--- src/rtl/prv664_config.svh ---
// Core-wide configuration macros shared by the prv664 pipeline sources.
`ifndef PRV664_CONFIG_SVH
`define PRV664_CONFIG_SVH
`define XLEN 64
`endif

--- src/rtl/prv664_pkg.sv ---
// Shared prv664 types: the fetch group carried from fetch to decode.
`include "prv664_config.svh"

package prv664_pkg;

  localparam int XLEN = `XLEN;

  typedef struct packed {
    logic [XLEN-1:0] grouppc;
    logic [127:0]    instr;
    logic [3:0]      validword;
  } fetch_group_t;

  // A group with no valid word carries no work for decode.
  function automatic logic fg_has_work(input logic [3:0] validword);
    return (validword != 4'b0000);
  endfunction

endpackage

--- src/rtl/pip_flush_interface.sv ---
// Pipeline flush broadcast.
interface pip_flush_interface;
  logic flush;

  modport master (output flush);
  modport slave  (input flush);
endinterface

--- src/rtl/pip_ifu_interface.sv ---
// Valid/ready link carrying one fetch group per handshake.
interface pip_ifu_interface;
  import prv664_pkg::*;

  logic            valid;
  logic            ready;
  logic [XLEN-1:0] grouppc;
  logic [127:0]    instr;
  logic [3:0]      validword;

  modport master (output valid, grouppc, instr, validword, input ready);
  modport slave  (input valid, grouppc, instr, validword, output ready);
endinterface

--- src/rtl/fetch_group_queue_fifo_ptr_ctrl.sv ---
// Pointer/count bookkeeping for the fetch group queue, with flush clearing all state.
module fifo_ptr_ctrl #(
  parameter  int DEPTH = 4,
  localparam int PW    = $clog2(DEPTH),
  localparam int CW    = PW + 1
) (
  input  logic          clk_i,
  input  logic          srst_i,
  input  logic          i_flush,
  input  logic          i_push_valid,
  input  logic          i_push_keep,
  input  logic          i_pop_ready,
  output logic          o_push_ready,
  output logic          o_pop_valid,
  output logic          o_wr_en,
  output logic [PW-1:0] o_wp,
  output logic [PW-1:0] o_rp,
  output logic [CW-1:0] o_cnt
);

  logic [PW-1:0] r_wp;
  logic [PW-1:0] r_rp;
  logic [CW-1:0] r_cnt;
  logic [PW-1:0] w_wp_nxt;
  logic [PW-1:0] w_rp_nxt;
  logic [CW-1:0] w_cnt_nxt;
  logic          w_full;
  logic          w_push;
  logic          w_pop;

  assign w_full       = (r_cnt == CW'(DEPTH));
  assign o_push_ready = ~i_flush & ~w_full;
  assign o_pop_valid  = ~i_flush & (r_cnt != '0);
  // Zero-validword groups complete the handshake but never occupy a slot.
  assign w_push       = i_push_valid & o_push_ready & i_push_keep;
  assign w_pop        = o_pop_valid & i_pop_ready;

  always_comb begin
    w_wp_nxt  = r_wp;
    w_rp_nxt  = r_rp;
    w_cnt_nxt = r_cnt;
    if (i_flush) begin
      w_wp_nxt  = '0;
      w_rp_nxt  = '0;
      w_cnt_nxt = '0;
    end else begin
      w_wp_nxt  = r_wp + PW'(w_push);
      w_rp_nxt  = r_rp + PW'(w_pop);
      w_cnt_nxt = r_cnt + CW'(w_push) - CW'(w_pop);
    end
  end

  always_ff @(posedge clk_i) begin
    if (srst_i) begin
      r_wp  <= '0;
      r_rp  <= '0;
      r_cnt <= '0;
    end else begin
      r_wp  <= w_wp_nxt;
      r_rp  <= w_rp_nxt;
      r_cnt <= w_cnt_nxt;
    end
  end

  assign o_wr_en = w_push;
  assign o_wp    = r_wp;
  assign o_rp    = r_rp;
  assign o_cnt   = r_cnt;

endmodule

--- src/rtl/fetch_group_queue.sv ---
// Decoupling FIFO of whole fetch groups between fetch and decode.
module fetch_group_queue
  import prv664_pkg::*;
#(
  parameter int DEPTH = 4
) (
  input  logic                   clk_i,
  input  logic                   srst_i,
  pip_ifu_interface.slave        ifu_sif,
  pip_ifu_interface.master       decode_mif,
  pip_flush_interface.slave      pip_flush_sif,
  output logic [$clog2(DEPTH):0] occupancy_o,
  output logic                   empty_o
);

  localparam int PW = $clog2(DEPTH);
  localparam int CW = PW + 1;

  fetch_group_t  r_mem [DEPTH];
  fetch_group_t  w_in_group;
  fetch_group_t  w_rd_group;
  logic          w_wr_en;
  logic [PW-1:0] w_wp;
  logic [PW-1:0] w_rp;
  logic [CW-1:0] w_cnt;

  assign w_in_group.grouppc   = ifu_sif.grouppc;
  assign w_in_group.instr     = ifu_sif.instr;
  assign w_in_group.validword = ifu_sif.validword;

  fifo_ptr_ctrl #(
    .DEPTH (DEPTH)
  ) u_ptr_ctrl (
    .clk_i        (clk_i),
    .srst_i       (srst_i),
    .i_flush      (pip_flush_sif.flush),
    .i_push_valid (ifu_sif.valid),
    .i_push_keep  (fg_has_work(ifu_sif.validword)),
    .i_pop_ready  (decode_mif.ready),
    .o_push_ready (ifu_sif.ready),
    .o_pop_valid  (decode_mif.valid),
    .o_wr_en      (w_wr_en),
    .o_wp         (w_wp),
    .o_rp         (w_rp),
    .o_cnt        (w_cnt)
  );

  // Storage is deliberately not reset; only the pointers define what is live.
  always_ff @(posedge clk_i) begin
    if (w_wr_en) begin
      r_mem[w_wp] <= w_in_group;
    end
  end

  assign w_rd_group           = r_mem[w_rp];
  assign decode_mif.grouppc   = w_rd_group.grouppc;
  assign decode_mif.instr     = w_rd_group.instr;
  assign decode_mif.validword = w_rd_group.validword;

  assign occupancy_o = w_cnt;
  assign empty_o     = (w_cnt == '0);

endmodule
--- src/flat_wrapper.sv ---
// flat-port wrapper written by rule: the top's interface ports become plain ports
module fetch_group_queue_flat import prv664_pkg::*;
#(
  parameter int DEPTH = 4
)
  (clk_i, srst_i, occupancy_o, empty_o, ifu_sif_valid, ifu_sif_grouppc, ifu_sif_instr, ifu_sif_validword, ifu_sif_ready, decode_mif_valid, decode_mif_grouppc, decode_mif_instr, decode_mif_validword, decode_mif_ready, pip_flush_sif_flush);
  pip_ifu_interface ifu_sif_i ();
  pip_ifu_interface decode_mif_i ();
  pip_flush_interface pip_flush_sif_i ();
  input  logic clk_i;
  input  logic srst_i;
  output logic [$clog2(DEPTH):0] occupancy_o;
  output logic empty_o;
  input wire logic [$bits(ifu_sif_i.valid)-1:0] ifu_sif_valid;
  input wire logic [$bits(ifu_sif_i.grouppc)-1:0] ifu_sif_grouppc;
  input wire logic [$bits(ifu_sif_i.instr)-1:0] ifu_sif_instr;
  input wire logic [$bits(ifu_sif_i.validword)-1:0] ifu_sif_validword;
  output wire logic [$bits(ifu_sif_i.ready)-1:0] ifu_sif_ready;
  output wire logic [$bits(decode_mif_i.valid)-1:0] decode_mif_valid;
  output wire logic [$bits(decode_mif_i.grouppc)-1:0] decode_mif_grouppc;
  output wire logic [$bits(decode_mif_i.instr)-1:0] decode_mif_instr;
  output wire logic [$bits(decode_mif_i.validword)-1:0] decode_mif_validword;
  input wire logic [$bits(decode_mif_i.ready)-1:0] decode_mif_ready;
  input wire logic [$bits(pip_flush_sif_i.flush)-1:0] pip_flush_sif_flush;
  assign ifu_sif_i.valid = ifu_sif_valid;
  assign ifu_sif_i.grouppc = ifu_sif_grouppc;
  assign ifu_sif_i.instr = ifu_sif_instr;
  assign ifu_sif_i.validword = ifu_sif_validword;
  assign ifu_sif_ready = ifu_sif_i.ready;
  assign decode_mif_valid = decode_mif_i.valid;
  assign decode_mif_grouppc = decode_mif_i.grouppc;
  assign decode_mif_instr = decode_mif_i.instr;
  assign decode_mif_validword = decode_mif_i.validword;
  assign decode_mif_i.ready = decode_mif_ready;
  assign pip_flush_sif_i.flush = pip_flush_sif_flush;
  fetch_group_queue #(.DEPTH(DEPTH)) u_core (.clk_i(clk_i), .srst_i(srst_i), .ifu_sif(ifu_sif_i), .decode_mif(decode_mif_i), .pip_flush_sif(pip_flush_sif_i), .occupancy_o(occupancy_o), .empty_o(empty_o));
endmodule
--- config.mk ---
export PLATFORM = sky130hd
export DESIGN_NAME = fetch_group_queue_flat
export DESIGN_NICKNAME = d
export VERILOG_FILES = /design/src/rtl/prv664_pkg.sv /design/src/rtl/pip_flush_interface.sv /design/src/rtl/pip_ifu_interface.sv /design/src/rtl/fetch_group_queue_fifo_ptr_ctrl.sv /design/src/rtl/fetch_group_queue.sv /design/src/flat_wrapper.sv
export VERILOG_INCLUDE_DIRS = /design/src /design/src/rtl
export SDC_FILE = /design/constraint.sdc
export NUM_CORES = 1
export LEC_CHECK = 0
export CAP_MARGIN = 40
export CORE_ASPECT_RATIO = 0.7
export CORE_UTILIZATION = 35
export CTS_BUF_LIST = sky130_fd_sc_hd__clkbuf_8
export DETAILED_ROUTE_END_ITERATION = 10
export GPL_TIMING_DRIVEN = 0
export PLACE_DENSITY = 0.53
export SYNTH_ARGS = -nofsm -noshare
export SYNTH_HDL_FRONTEND = slang
export SYNTH_SLANG_ARGS = --single-unit
--- constraint.sdc ---
create_clock -name clk_i -period 52 [get_ports clk_i]
set_clock_uncertainty 0.15 [all_clocks]
set_input_delay 13 -clock clk_i [delete_from_list [all_inputs] [get_ports clk_i]]
set_output_delay 13 -clock clk_i [all_outputs]
set_load 0.02 [all_outputs]
==> results.tsv <==
stage	metric	value	unit
status	status	finished clean	
yosys	ys_seq_elements	791	
pwr	swShare	21.4	%
pwr	clockPowerShare	37.1	%
detailed_routing	dr_total_vias	13549	
layout	drive_gt1_share	28.0	%
floorplan	die_h	242	µm
worst_setup_path	cpMostUsedCell	clkdlybuf4s50_1	
yosys	yosysWarnings	0	
flow_run	max_cap_viol_count	0	
timing	period_minus_slack	27.80	ns
timing	hold_viol	0	
floorplan	ios	403	
detailed_routing	dr.pass1.iters	5	
place	hpwl	46200	µm
floorplan	start_util	35.6	%
grt	grt_pass1_vias	14898	
pwr	p_int	0.984	mW
floorplan	dieArea	0.0834	mm²
worst_setup_path	cp_slowest_stage_delay	0.56	ns
grt	globalRouteOverflowTotal	0	
yosys	syn-num-nets	1273	
pwr	p_leak	12.3	nW
clock_tree	hold_buffers	0	
pwr	p_seq_share	57.0	%
layout	multi_input_area	0.00479	mm²
place	port_buffers	402	
grt	grt_max_degree	18	
place	dp_cells	2696	
pwr	ir_drop	0.0000267	V
worst_setup_path	critPathBufInv	3	
grt	globalRouteTotalUtil	15.3	%
worst_setup_path	cp_top_family	buffers and inverters	
worst_setup_path	critical_path_required	38.85	ns
timing	setup_tns	0	ns
worst_setup_path	crit_arrival	14.65	ns
worst_setup_path	crit_type	primary input to output port	
clock_tree	cts-htree-levels	3	
layout	stdcell_count	2915	
yosys	syn_inst	1067	
timing	layout_worst_path_cycle_share	53.5	%
detailed_routing	wl_met3	4580	µm
worst_hold_path	hold_class	flop to flop	
layout	area_growth	30.3	%
timing	finalSetupViolations	0	
layout	fillers	6848	
timing	tightest_slew	0.826	ns
yosys	synth_cell_types	23	
clock_tree	cts_resized	0	
grt	antenna_found_initial	8	
yosys	netlist_area	0.0288	mm²
detailed_routing	wl_met2	32200	µm
worst_setup_path	critPathSlowestCell	clkdlybuf4s50_1	
detailed_routing	drc	0	
worst_setup_path	crit_chain	clkdlybuf4s50_1 > clkbuf_1 > nor2_1 > clkdlybuf4s50_1	
clock_tree	cts_tree	built	
clock_tree	cts.sinks	791	
detailed_routing	vias_per_cell	4.65	
clock_tree	clock_latency	0.72	ns
pwr	powerDensity	33.4	mW/mm²
worst_setup_path	crit_fanout	10	
layout	regArea	0.0237	mm²
detailed_routing	wl_met1	25600	µm
grt	grt_pass1_wl	93900	µm
clock_tree	numCtsBuffers	120	
detailed_routing	first_iter_violations	644	
yosys	synth-seq-area-share	82.2	%
pwr	pwr-share-comb	5.9	%
detailed_routing	routed_wl	63800	µm
floorplan	core	0.0810	mm²
worst_setup_path	cp-start-kind	primary input	
worst_setup_path	worst_setup_path_end_kind	output port	
timing	maxSlewViolCount	0	
clock_tree	clockBufferDepth	3	
timing	relSlewSlack	44.9	%
layout	nets	1956	
detailed_routing	antenna_left	0	
detailed_routing	top_layer	met5	
clock_tree	cts_setup_buffers	0	
yosys	synth.avg_cell_area	27.0	µm²
detailed_routing	wire_per_inst	21.9	µm
clock_tree	cts-root-buf	clkbuf_8	
pwr	p_sw	0.269	mW
timing	rsz0062_at_grt	no	
place	gp_congestion	0.707	
timing	max_freq	36.0	MHz
floorplan	rows	87	
clock_tree	clk_pin_slew_worst_paths	0.06	ns
floorplan	die_w	345	µm
-- flip-flops by register name, indices dropped and copies added (netlist names) --
register / count
u_core.r_mem: 784
u_core.u_ptr_ctrl.o_cnt: 3
u_core.u_ptr_ctrl.o_rp: 2
u_core.u_ptr_ctrl.o_wp: 2
-- path summary, 6_finish.rpt --
path | from | endpoint | slack [ns] | depth (start not counted)
setup / recovery | pip_flush_sif_flush | ifu_sif_ready | 24.20 | 4
hold reg to reg | u_core.u_ptr_ctrl.o_wp[1]$_SDFF_PP0_ | u_core.u_ptr_ctrl.o_wp[1]$_SDFF_PP0_ | 0.43 | 2
hold / removal | u_core.u_ptr_ctrl.o_wp[1]$_SDFF_PP0_ | u_core.u_ptr_ctrl.o_wp[1]$_SDFF_PP0_ | 0.43 | 2
setup reg to reg | u_core.u_ptr_ctrl.o_cnt[2]$_SDFF_PP0_ | u_core.r_mem[3][156]$_DFFE_PP_ | 48.72 | 12
-- cell usage in the layout (no fill, tap or decap), types with 2 or more instances in the layout --
master / netlist / layout
xnor2_1: 2 / 2
nand3b_1: 2 / 2
nor3_1: 4 / 4
mux4_1: 26 / 26
inv_1: 4 / 46
diode_2: 0 / 4
buf_6: 15 / 23
buf_2: 20 / 47
nor4_2: 0 / 4
nor2_1: 3 / 3
clkinv_2: 0 / 13
clkinv_8: 0 / 3
edfxtp_1: 784 / 784
clkdlybuf4s50_1: 0 / 402
clkbuf_1: 7 / 7
mux4_2: 170 / 170
buf_8: 2 / 2
and2_1: 4 / 4
buf_4: 1 / 124
clkinv_1: 0 / 29
nor3b_1: 2 / 2
dfxtp_1: 7 / 7
bufinv_16: 0 / 3
ha_1: 4 / 4
clkbuf_8: 0 / 122
-- power by group through the flow --
stage	clock, mW	combinational, mW	sequential [mW]
after global placement	0	0.0693	0.740
after floorplan	0	0.0263	0.734
after CTS	0.484	0.0749	0.714
after global routing	0.508	0.0782	0.714
after detailed placement	0	0.0745	0.727
final	0.465	0.0734	0.714
-- worst reg2reg max path, stage by stage, from the launching register on --
cell and delay [ns]:
dfxtp_1 0.35, nor3b_1 0.15, buf_2 0.18, nor4_2 0.50
buf_4 0.25, buf_4 0.15, buf_2 0.17, buf_4 0.18
buf_4 0.19, buf_4 0.18, buf_4 0.18, buf_4 0.19
buf_4 0.18
-- cell families (layout without fill, tap and decap cells) --
kind of cell / after synthesis / count (layout) / share of synthesized area [%]
flip-flops: 791 / 791 / 82.2
multiplexers: 196 / 196 / 15.7
buffers and inverters: 49 / 825 / 1.21
AND/OR/NAND/NOR: 23 / 23 / 0.487
adder cells (fa/ha/maj): 5 / 5 / 0.243
XOR/XNOR: 3 / 3 / 0.143
other: 0 / 4 / 0
-- area by class of cell --
type                       instances  area share [%]
inverter                           4          0.0400
tap                             1068            3.56
clock buffer                     122            4.47
timing repair buffer             561            13.8
clock inverter                    93            1.34
buffer                            45           0.887
antenna                            4          0.0267
multi-input combinational        227            12.8
sequential                       791            63.1
-- routing by layer --
layer / up-vias / global-route usage [%]
met2: 336 / 25.7
met4: 6 / 4.33
met3: 111 / 5.29
li1: 6089 / -
met5: - / 0
met1: 7007 / 18.7
-- synth_stat cells --
| cell | count | share of area, % |
|---|---|---|
| fa_1 | 1 | 0.070 |
| buf_6 | 15 | 0.59 |
| ha_1 | 4 | 0.17 |
| nor2_1 | 3 | 0.039 |
| and2_1 | 4 | 0.087 |
| edfxtp_1 | 784 | 82 |
| nor3_1 | 4 | 0.070 |
| nand3b_1 | 2 | 0.052 |
| inv_1 | 4 | 0.052 |
| mux4_2 | 170 | 13 |
| buf_8 | 2 | 0.10 |
| xor3_1 | 1 | 0.083 |
| nor3b_1 | 2 | 0.052 |
| mux4_1 | 26 | 2.4 |
| buf_2 | 20 | 0.35 |
| nand3_1 | 1 | 0.017 |
| nor4_1 | 5 | 0.11 |
| xnor2_1 | 2 | 0.061 |
| clkbuf_1 | 7 | 0.091 |
| nor4b_1 | 1 | 0.030 |
| dfxtp_1 | 7 | 0.49 |
| buf_4 | 1 | 0.026 |
| or3b_2 | 1 | 0.030 |
-- through the flow --
stage / instance area (µm²) / hold WS, ns / setup WS [ns] / util (%) / power, mW
5_1_grt: 37500 / 0.463 / 24.09 / 46.3 / 1.30
6_report: 37500 / 0.430 / 24.20 / 46.3 / 1.25
3_3_place_gp: 34200 / 0.400 / 0.493 / 42.2 / 0.809
2_1_floorplan: 28800 / 0.379 / 18.77 / - / 0.760
4_1_cts: 37500 / 0.427 / 24.17 / 46.3 / 1.27
3_5_place_dp: 35300 / 0.416 / 24.17 / 43.6 / 0.802
(Power assumes the default switching activity.)
